**src/rtl/conv_window_addr_gen_pkg.sv**
```systemverilog
// Shared types and elaboration-time helpers for the convolution window address generator.
package conv_window_addr_gen_pkg;

  typedef enum logic [1:0] {
    StIdle = 2'd0,
    StRun  = 2'd1,
    StDone = 2'd2
  } state_e;

  // Bits needed to hold the values 0..n-1, never less than one.
  function automatic int unsigned cnt_width(input int unsigned n);
    return (n <= 2) ? 1 : $clog2(n);
  endfunction

  // Number of window origins along one axis for a given stride (0 behaves as 1).
  function automatic int unsigned win_count(input int unsigned img, input int unsigned k,
                                            input int unsigned s);
    int unsigned s_eff;
    s_eff = (s == 0) ? 1 : s;
    return (img - k) / s_eff + 1;
  endfunction

endpackage

```
**src/rtl/conv_window_addr_gen_wrap_counter.sv**
```systemverilog
// Wrapping counter with runtime limit; exposes its next value so the parent can register
// derived outputs on the same edge the count moves.
module conv_window_addr_gen_wrap_counter #(
  parameter int unsigned W = 4
) (
  input  logic         i_clk,
  input  logic         i_rst,
  input  logic         i_clr,
  input  logic         i_en,
  input  logic [W-1:0] i_max,
  output logic [W-1:0] o_next,
  output logic         o_carry
);

  logic [W-1:0] r_count;

  always_comb begin
    o_carry = i_en & (r_count == i_max);
    if (i_clr) begin
      o_next = '0;
    end else if (o_carry) begin
      o_next = '0;
    end else if (i_en) begin
      o_next = r_count + W'(1);
    end else begin
      o_next = r_count;
    end
  end

  always_ff @(posedge i_clk or negedge i_rst) begin
    if (!i_rst) begin
      r_count <= '0;
    end else begin
      r_count <= o_next;
    end
  end

endmodule

```
**src/rtl/conv_window_addr_gen.sv**
```systemverilog
// Walks every KxK window of an IMG_W x IMG_H word image at a runtime stride, issuing one
// read address per valid/ready handshake.
module conv_window_addr_gen
  import conv_window_addr_gen_pkg::*;
#(
  parameter int unsigned AW    = 9,
  parameter int unsigned IMG_W = 16,
  parameter int unsigned IMG_H = 16,
  parameter int unsigned K     = 4,
  parameter int unsigned WORD  = 4,
  parameter int unsigned PW    = 4
) (
  input  logic          i_clk,
  input  logic          i_rst,
  input  logic          i_start,
  input  logic [AW-1:0] i_base_addr,
  input  logic [1:0]    i_stride,
  output logic          o_addr_valid,
  input  logic          i_addr_ready,
  output logic [AW-1:0] o_addr,
  output logic          o_win_first,
  output logic          o_win_last,
  output logic [PW-1:0] o_pos_x,
  output logic [PW-1:0] o_pos_y,
  output logic          o_busy,
  output logic          o_done
);

  localparam int unsigned KW = cnt_width(K);

  localparam logic [PW-1:0] MaxX1 = PW'(win_count(IMG_W, K, 1) - 1);
  localparam logic [PW-1:0] MaxX2 = PW'(win_count(IMG_W, K, 2) - 1);
  localparam logic [PW-1:0] MaxX3 = PW'(win_count(IMG_W, K, 3) - 1);
  localparam logic [PW-1:0] MaxY1 = PW'(win_count(IMG_H, K, 1) - 1);
  localparam logic [PW-1:0] MaxY2 = PW'(win_count(IMG_H, K, 2) - 1);
  localparam logic [PW-1:0] MaxY3 = PW'(win_count(IMG_H, K, 3) - 1);

  state_e r_state, w_state_d;

  logic [AW-1:0] r_base;
  logic [1:0]    r_s;
  logic [PW-1:0] r_max_x, r_max_y;
  logic [1:0]    w_s_eff;
  logic [PW-1:0] w_max_x_sel, w_max_y_sel;

  logic [AW-1:0] r_addr, w_addr_d;
  logic          r_valid, w_valid_d;
  logic          r_first, w_first_d;
  logic          r_last, w_last_d;
  logic          r_busy, w_busy_d;
  logic          r_done, w_done_d;
  logic [PW-1:0] r_pos_x, r_pos_y;

  logic          w_start_acc, w_xfer, w_walk_end;
  logic [KW-1:0] w_kx_next, w_ky_next;
  logic [PW-1:0] w_px_next, w_py_next;
  logic          w_kx_carry, w_ky_carry, w_px_carry, w_py_carry;
  logic [AW-1:0] w_row, w_elem;

  assign w_start_acc = (r_state == StIdle) & i_start;
  assign w_xfer      = r_valid & i_addr_ready;
  assign w_walk_end  = w_py_carry;
  assign w_s_eff     = (i_stride == 2'd0) ? 2'd1 : i_stride;

  always_comb begin
    unique case (w_s_eff)
      2'd2: begin
        w_max_x_sel = MaxX2;
        w_max_y_sel = MaxY2;
      end
      2'd3: begin
        w_max_x_sel = MaxX3;
        w_max_y_sel = MaxY3;
      end
      default: begin
        w_max_x_sel = MaxX1;
        w_max_y_sel = MaxY1;
      end
    endcase
  end

  always_ff @(posedge i_clk or negedge i_rst) begin
    if (!i_rst) begin
      r_base  <= '0;
      r_s     <= 2'd1;
      r_max_x <= '0;
      r_max_y <= '0;
    end else if (w_start_acc) begin
      r_base  <= i_base_addr;
      r_s     <= w_s_eff;
      r_max_x <= w_max_x_sel;
      r_max_y <= w_max_y_sel;
    end
  end

  // Carry chain: kx fastest, then ky, pos_x, pos_y.
  conv_window_addr_gen_wrap_counter #(.W(KW)) u_kx (
    .i_clk   (i_clk),
    .i_rst   (i_rst),
    .i_clr   (w_start_acc),
    .i_en    (w_xfer),
    .i_max   (KW'(K - 1)),
    .o_next  (w_kx_next),
    .o_carry (w_kx_carry)
  );

  conv_window_addr_gen_wrap_counter #(.W(KW)) u_ky (
    .i_clk   (i_clk),
    .i_rst   (i_rst),
    .i_clr   (w_start_acc),
    .i_en    (w_kx_carry),
    .i_max   (KW'(K - 1)),
    .o_next  (w_ky_next),
    .o_carry (w_ky_carry)
  );

  conv_window_addr_gen_wrap_counter #(.W(PW)) u_px (
    .i_clk   (i_clk),
    .i_rst   (i_rst),
    .i_clr   (w_start_acc),
    .i_en    (w_ky_carry),
    .i_max   (r_max_x),
    .o_next  (w_px_next),
    .o_carry (w_px_carry)
  );

  conv_window_addr_gen_wrap_counter #(.W(PW)) u_py (
    .i_clk   (i_clk),
    .i_rst   (i_rst),
    .i_clr   (w_start_acc),
    .i_en    (w_px_carry),
    .i_max   (r_max_y),
    .o_next  (w_py_next),
    .o_carry (w_py_carry)
  );

  // Address of the element the counters are about to point at; wraps silently mod 2^AW.
  assign w_row  = AW'(w_py_next) * AW'(r_s) + AW'(w_ky_next);
  assign w_elem = w_row * AW'(IMG_W) + AW'(w_px_next) * AW'(r_s) + AW'(w_kx_next);

  always_ff @(posedge i_clk or negedge i_rst) begin
    if (!i_rst) begin
      r_state <= StIdle;
    end else begin
      r_state <= w_state_d;
    end
  end

  always_comb begin
    w_state_d = r_state;
    unique case (r_state)
      StIdle:  if (i_start) w_state_d = StRun;
      StRun:   if (w_walk_end) w_state_d = StDone;
      StDone:  w_state_d = StIdle;
      default: w_state_d = StIdle;
    endcase
  end

  always_comb begin
    w_addr_d  = r_addr;
    w_first_d = r_first;
    w_last_d  = r_last;
    w_valid_d = (w_state_d == StRun);
    w_busy_d  = (w_state_d != StIdle);
    w_done_d  = (w_state_d == StDone);
    if (w_start_acc) begin
      w_addr_d  = i_base_addr;
      w_first_d = 1'b1;
      w_last_d  = (K == 1);
    end else if (w_walk_end) begin
      w_addr_d  = r_base;
      w_first_d = 1'b0;
      w_last_d  = 1'b0;
    end else if (w_xfer) begin
      w_addr_d  = r_base + w_elem * AW'(WORD);
      w_first_d = (w_kx_next == '0) && (w_ky_next == '0);
      w_last_d  = (w_kx_next == KW'(K - 1)) && (w_ky_next == KW'(K - 1));
    end
  end

  always_ff @(posedge i_clk or negedge i_rst) begin
    if (!i_rst) begin
      r_addr  <= '0;
      r_valid <= 1'b0;
      r_first <= 1'b0;
      r_last  <= 1'b0;
      r_busy  <= 1'b0;
      r_done  <= 1'b0;
      r_pos_x <= '0;
      r_pos_y <= '0;
    end else begin
      r_addr  <= w_addr_d;
      r_valid <= w_valid_d;
      r_first <= w_first_d;
      r_last  <= w_last_d;
      r_busy  <= w_busy_d;
      r_done  <= w_done_d;
      r_pos_x <= w_px_next;
      r_pos_y <= w_py_next;
    end
  end

  assign o_addr       = r_addr;
  assign o_addr_valid = r_valid;
  assign o_win_first  = r_first;
  assign o_win_last   = r_last;
  assign o_pos_x      = r_pos_x;
  assign o_pos_y      = r_pos_y;
  assign o_busy       = r_busy;
  assign o_done       = r_done;

endmodule

```
**config.mk**
```make
export PLATFORM = sky130hd
export DESIGN_NAME = conv_window_addr_gen
export DESIGN_NICKNAME = d
export VERILOG_FILES = /design/src/rtl/conv_window_addr_gen_pkg.sv /design/src/rtl/conv_window_addr_gen_wrap_counter.sv /design/src/rtl/conv_window_addr_gen.sv
export SDC_FILE = /design/constraint.sdc
export NUM_CORES = 1
export LEC_CHECK = 0
export ABC_AREA = 1
export CAP_MARGIN = 10
export CORE_ASPECT_RATIO = 0.7
export CORE_MARGIN = 2
export CORE_UTILIZATION = 30
export DETAILED_ROUTE_END_ITERATION = 16
export GPL_ROUTABILITY_DRIVEN = 0
export HOLD_SLACK_MARGIN = 0.1
export PLACE_DENSITY = 0.55
export SETUP_SLACK_MARGIN = 0.02
export SLEW_MARGIN = 20
export SYNTH_ARGS = -nofsm -noshare
export SYNTH_HDL_FRONTEND = slang
export SYNTH_SLANG_ARGS = --single-unit
```
**constraint.sdc**
```tcl
create_clock -name i_clk -period 6.1 [get_ports i_clk]
set_input_delay 1.22 -clock i_clk [delete_from_list [all_inputs] [get_ports i_clk]]
set_output_delay 1.22 -clock i_clk [all_outputs]
set_load 0.02 [all_outputs]
```
==> results of run 1 <==
-- kinds of logic (layout without fill, tap and decap cells) --
logic type | count (synthesis) | count (layout) | synth area share
and+or+nand+nor | 139 | 139 | 0.246
buffers and inverters | 55 | 98 | 0.0776
AOI/OAI and AO/OA | 48 | 48 | 0.101
DFF | 42 | 42 | 0.391
adders and majority gates | 26 | 26 | 0.132
xor gates and xnor gates | 15 | 15 | 0.0488
muxes | 1 | 1 | 0.00418
-- sequential cells by signal, indices dropped and copies added, names as in the netlist --
name and cells:
o_addr 9, o_addr_valid 1, o_busy 1, o_done 1, o_win_first 1, o_win_last 1, r_base 9, r_max_y 3
r_s 2, r_state 2, u_kx.r_count 2, u_ky.r_count 2, u_px.r_count 4, u_py.r_count 4
-- cells in the mapped netlist, drive strengths merged --
| master | number |
|---|---|
| clkbuf | 3 |
| o21ai | 21 |
| nor4 | 1 |
| o21a | 1 |
| ha | 22 |
| a311oi | 1 |
| o31ai | 2 |
| or2 | 1 |
| clkinv | 1 |
| a31oi | 6 |
| dfrtp | 41 |
| nand2 | 80 |
| nor2 | 36 |
| mux2 | 1 |
| o21bai | 2 |
| xor2 | 11 |
| a21oi | 14 |
| xnor2 | 4 |
| dfstp | 1 |
| buf | 2 |
| nand3 | 11 |
| inv | 49 |
| nand4 | 7 |
| nor3 | 2 |
| o311ai | 1 |
| fa | 4 |
| nor3b | 1 |
-- report_power, final --
| group | switching, W | internal [W] | leakage [nW] |
|---|---|---|---|
| Combinational | 0.000785 | 0.000566 | 1.15 |
| Sequential | 0.0000402 | 0.000340 | 0.490 |
| Clock | 0.000107 | 0.000191 | 0.0836 |
| Total | 0.000932 | 0.00110 | 1.73 |
-- area by class of cell --
cell class              instances  share of cell area
flip-flops and latches         42               0.312
repair buffers                 40               0.115
well taps                     120              0.0445
inverters                      50              0.0556
clock buffers                   5              0.0371
clock inverters                 3              0.0119
multi-input cells             229               0.424
-- how the worst max path moves through the flow --
stage / slack [ns] / startpoint / depth (start not counted) / to
2_1_floorplan: 1.31 / i_start / 28 / o_addr[8]$_DFFE_PN0P_
3_3_place_gp: 0.61 / i_addr_ready / 28 / o_addr[8]$_DFFE_PN0P_
3_5_place_dp: 0.64 / i_addr_ready / 29 / o_addr[8]$_DFFE_PN0P_
4_1_cts: 0.93 / i_addr_ready / 29 / o_addr[8]$_DFFE_PN0P_
5_1_grt: 0.38 / i_addr_ready / 27 / o_addr[8]$_DFFE_PN0P_
6_report: 0.92 / i_addr_ready / 29 / o_addr[8]$_DFFE_PN0P_
-- metrics by stage --
step	cell area (um2)	hold WS, ns	cells
3_3_place_gp	3210	0.463	481
3_5_place_dp	3210	0.460	481
5_1_grt	3380	0.497	489
6_report	3380	0.469	489
4_1_cts	3370	0.473	489
2_1_floorplan	2690	0.437	326
-- worst max-delay path, delay by kind of cell --
kind / cells / cell delay, ns
fa+ha+maj: 4 / 1.23
compound gates: 2 / 0.25
buf+inv: 6 / 0.88
simple gates: 16 / 1.65
xor+xnor: 1 / 0.14
-- metal layers --
layer / part of all wire / GRT usage / wire length [um]
met1: 0.53 / 0.234 / 3470
met5: 0 / 0 / 0
met4: 0.0080 / 0.0289 / 52
met2: 0.40 / 0.197 / 2560
met3: 0.062 / 0.0358 / 403
==> impl_metrics.yaml, run 1 <==
job:
  timing.max_cap.violations: 0
route:
  first_iter_violations: 110
  firstDrtPassIters: 4
  wl_per_cell_um: 13.3
  via_per_inst: 4.55
  drc: 0
  dr_total_vias: 2226
  final_antenna_net_count: 0
  wl_um: 6490
clocking:
  cts_post_setup_buffers_inserted: 0
  cts-buffers-inserted: 5
  cts_root_buffer: "sky130_fd_sc_hd__clkbuf_16"
  cts-root-to-sink-buffers: 2
  clkSinkCount: 42
  worst_setup_hold_path_clk_slew_ns: 0.06
  cts.hold.buffers_added: 0
  insertion_delay_ns: 0.28
  tritoncts: "yes"
  ctsHtreeMaxLevel: 2
  ctsResizeCount: 0
grt:
  global_route_wire_length_before_repair_um: 11100
  grt_antenna_before_repair: 0
  grt_overflow: 0
  largest_net_degree_at_the_start_of_global_routing: 43
  first_global_vias: 2204
  track_usage: 0.147
critical_path:
  reg2reg_depth: 29
  crit_type: "primary input to flop"
  startpoint_class: "primary input"
  crit_fanout: 10
  worst_path_max_delay_cell: "sky130_fd_sc_hd__clkdlybuf4s50_1"
  timing.critical_path.required_ns: 6.32
  reg2reg_to: "o_addr[8]$_DFFE_PN0P_"
  worst-endpoint-arrival_ns: 5.40
  endpoint_kind: "flop"
  critical-path-max-stage-delay_ns: 0.52
  worst-r2r-setup-slack_ns: 1.76
  r2r_start: "u_kx.r_count[0]$_DFF_PN0_"
cells_and_area:
  num-nets-final: 409
  post_route_cells_drive_above_1_share: 0.100
  insertedDiodeCount: 0
  layout.cells.most_common: "sky130_fd_sc_hd__nand2_1"
  layout.core_utilization: 0.393
  multiInputGateArea_um2: 1430
  register_area_um2: 1050
  areaGrowthSynthToFinish_pct: 25.3
  most-common-layout-cells: "sky130_fd_sc_hd__nand2_1, sky130_fd_sc_hd__inv_1, sky130_fd_sc_hd__dfrtp_1"
  nFillCells: 874
min_path:
  hold_path_class: "flop to flop"
  terminating_pin_of_the_worst_hold_path: "r_base[1]$_DFFE_PN0P_"
  timing.hold.worst_path_depth: 2
  hp-start: "r_base[1]$_DFFE_PN0P_"
pwr:
  power_leakage_nw: 1.73
  power_per_cell_area_nw_per_um2: 601
  report.power.total_w: 0.00203
  vdd.ir_drop.worst_mv: 0.227
placed_design:
  buffer_ports.inserted: 36
  dpl_worst_slack_ns: 0.638
  place_hpwl_um: 5050
outcome:
  run_status: "finished clean"
sta:
  worstMarginPinSlew_ns: 0.649
  timing.final.crit_period_ns: 5.18
  achievable-frequency_ghz: 0.193
  setup_tns_ns: 0
  clock-skew-final_ns: 0.00371
  final_report_hold_violation_count: 0
  setup_repair_after_global_routing_missed_its_margin: "no"
  post_layout_worst_setup_margin_ns: 0.919
  slew-limit-headroom: 0.564
  finalCritPeriodShare: 0.849
  slew_violations: 0
  finalSetupViolations: 0
yosys:
  yosys_register_bits: 42
  ys_warn_count: 0
  synth_area_leaders: "sky130_fd_sc_hd__dfrtp_1, sky130_fd_sc_hd__nand2_1, sky130_fd_sc_hd__ha_1"
  synth_top_cell_area_share: 0.381
  mappedNetlistArea_um2: 2690
  synth_sequential_area_ratio: 0.391
  post-synth-top-area-cell: "sky130_fd_sc_hd__dfrtp_1"
  mappedNetlistNets: 367
  syn_avg_cell_area_um2: 8.26
  synthCells: 326
  synth_cell_type_count: 35
die:
  die_y_um: 83.3
  die_area_um2: 9770
  fp-row-count: 28
  floorplan.initialDensity: 0.314
  die-width_um: 117
  design.core.area_um2: 8580
  boundaryPins: 37
Power figures use the tool's default switching activity.
==> run 2: changes to the inputs <==
clock period = 5.3 ns   (was 6.1 ns; I/O delays follow)
==> run 2 against run 1 <==
Final cell count up 1.4%; via count up 2.3%; first-iteration DRC count increased by 22%; die area is the same; critical endpoint unchanged; clock power is 2% lower; setup slack worse by 0.51 ns; global-route usage hardly changed; largest power group unchanged.
==> impl_metrics.yaml, run 2 (same netlist as run 1, synthesis figures left out) <==
outcome:
  run_status: "finished clean"
clocking:
  tritoncts: "yes"
  cts_root_buffer: "sky130_fd_sc_hd__clkbuf_16"
  cts_post_setup_buffers_inserted: 0
  ctsResizeCount: 0
  ctsHtreeMaxLevel: 2
  cts-buffers-inserted: 5
  cts-root-to-sink-buffers: 2
  cts.hold.buffers_added: 0
  worst_setup_hold_path_clk_slew_ns: 0.06
  insertion_delay_ns: 0.29
  clkSinkCount: 42
sta:
  setup_repair_after_global_routing_missed_its_margin: "no"
  slew_violations: 0
  timing.final.crit_period_ns: 4.89
  final_report_hold_violation_count: 0
  achievable-frequency_ghz: 0.204
  finalSetupViolations: 0
  slew-limit-headroom: 0.612
  finalCritPeriodShare: 0.923
  worstMarginPinSlew_ns: 0.580
  clock-skew-final_ns: 0.00348
  setup_tns_ns: 0
critical_path:
  worst-endpoint-arrival_ns: 5.11
  crit_type: "primary input to flop"
  endpoint_kind: "flop"
  timing.critical_path.required_ns: 5.52
  worst_path_max_delay_cell: "sky130_fd_sc_hd__fa_1"
  startpoint_class: "primary input"
  crit_fanout: 6
  count_of_buffering_cells_on_the_critical_path_with_inverters_included: 6
  path_delay_family: "adder cells"
  critical-path-max-stage-delay_ns: 0.50
route:
  final_antenna_net_count: 0
  wl_per_cell_um: 13.1
  wl_um: 6510
  drc: 0
  first_iter_violations: 134
  firstDrtPassIters: 4
  dr_total_vias: 2278
  via_per_inst: 4.59
grt:
  global_route_wire_length_before_repair_um: 10900
  grt_antenna_before_repair: 0
  first_global_vias: 2198
  grt_overflow: 0
  track_usage: 0.146
  largest_net_degree_at_the_start_of_global_routing: 43
placed_design:
  buffer_ports.inserted: 36
  place_hpwl_um: 5020
pwr:
  power_leakage_nw: 1.75
  vdd.ir_drop.worst_mv: 0.288
  power_per_cell_area_nw_per_um2: 676
cells_and_area:
  insertedDiodeCount: 0
  post_route_cells_drive_above_1_share: 0.112
  register_area_um2: 1050
  most-common-layout-cells: "sky130_fd_sc_hd__nand2_1, sky130_fd_sc_hd__inv_1, sky130_fd_sc_hd__dfrtp_1"
  nFillCells: 865
  multiInputGateArea_um2: 1440
  layout.cells.most_common: "sky130_fd_sc_hd__nand2_1"
  num-nets-final: 417
  layout.core_utilization: 0.398
  areaGrowthSynthToFinish_pct: 26.8
die:
  floorplan.initialDensity: 0.314
  die_area_um2: 9770
  fp-row-count: 28
  die-width_um: 117
  design.core.area_um2: 8580
  die_y_um: 83.3
  boundaryPins: 37
job:
  timing.max_cap.violations: 0
min_path:
  hold_path_class: "flop to flop"
==> run 2: tightest hold or removal path: stages (launching register included) <==
cell and delay [ns]:
sky130_fd_sc_hd__dfrtp_1 0.32, sky130_fd_sc_hd__nand2_1 0.07, sky130_fd_sc_hd__nand2_1 0.05
==> run 2: layout make-up <==
type / count / share of cell area
multi-input combinational: 230 / 0.423
sequential: 42 / 0.308
timing repair buffer: 47 / 0.132
inverter: 50 / 0.0549
tap: 120 / 0.0439
clock buffer: 7 / 0.0388
==> run 2: power by group <==
group	leakage [nW]	internal [W]	total, W	switching [W]
logic	1.19	0.000667	0.00158	0.000910
registers	0.490	0.000391	0.000443	0.0000514
clock network	0.0640	0.000172	0.000292	0.000119
total	1.75	0.00123	0.00231	0.00108
==> run 2: metal layers <==
| metal | up-vias | share of wire | track usage |
|---|---|---|---|
| li1 | 1155 | - | - |
| met1 | 1059 | 0.55 | 0.231 |
| met2 | 58 | 0.37 | 0.189 |
| met3 | 6 | 0.061 | 0.0394 |
| met4 | 0 | 0.011 | 0.0449 |
| met5 | - | 0 | 0 |
==> run 2: path summary, 6_finish.rpt <==
| kind | slack, ns | end | from | cells after the start |
|---|---|---|---|---|
| max in group asynchronous | 4.15 | r_s[0]$_DFFE_PN1P_ | i_rst | 2 |
| min in group asynchronous | 0.64 | u_px.r_count[1]$_DFF_PN0_ | i_rst | 1 |
| worst min register to register | 0.47 | r_base[1]$_DFFE_PN0P_ | r_base[1]$_DFFE_PN0P_ | 2 |
| worst max register to register | 1.01 | o_addr[8]$_DFFE_PN0P_ | u_ky.r_count[0]$_DFF_PN0_ | 28 |
| worst min-delay path | 0.47 | r_base[1]$_DFFE_PN0P_ | r_base[1]$_DFFE_PN0P_ | 2 |
| worst max-delay path | 0.41 | o_addr[8]$_DFFE_PN0P_ | i_addr_ready | 28 |
==> run 2: through the flow <==
stage | cell area (um2) | hold WS (ns) | instances | worst slack (ns) | power (W)
floorplan | 2690 | 0.437 | 326 | 0.671 | 0.00160
finish | 3420 | 0.469 | 496 | 0.409 | 0.00231
global route | 3420 | 0.522 | 496 | 0.0533 | 0.00256
detailed placement | 3250 | 0.457 | 486 | 0.0700 | 0.00200
global placement | 3250 | 0.452 | 486 | 0.188 | 0.00200
CTS | 3380 | 0.470 | 493 | 0.369 | 0.00232
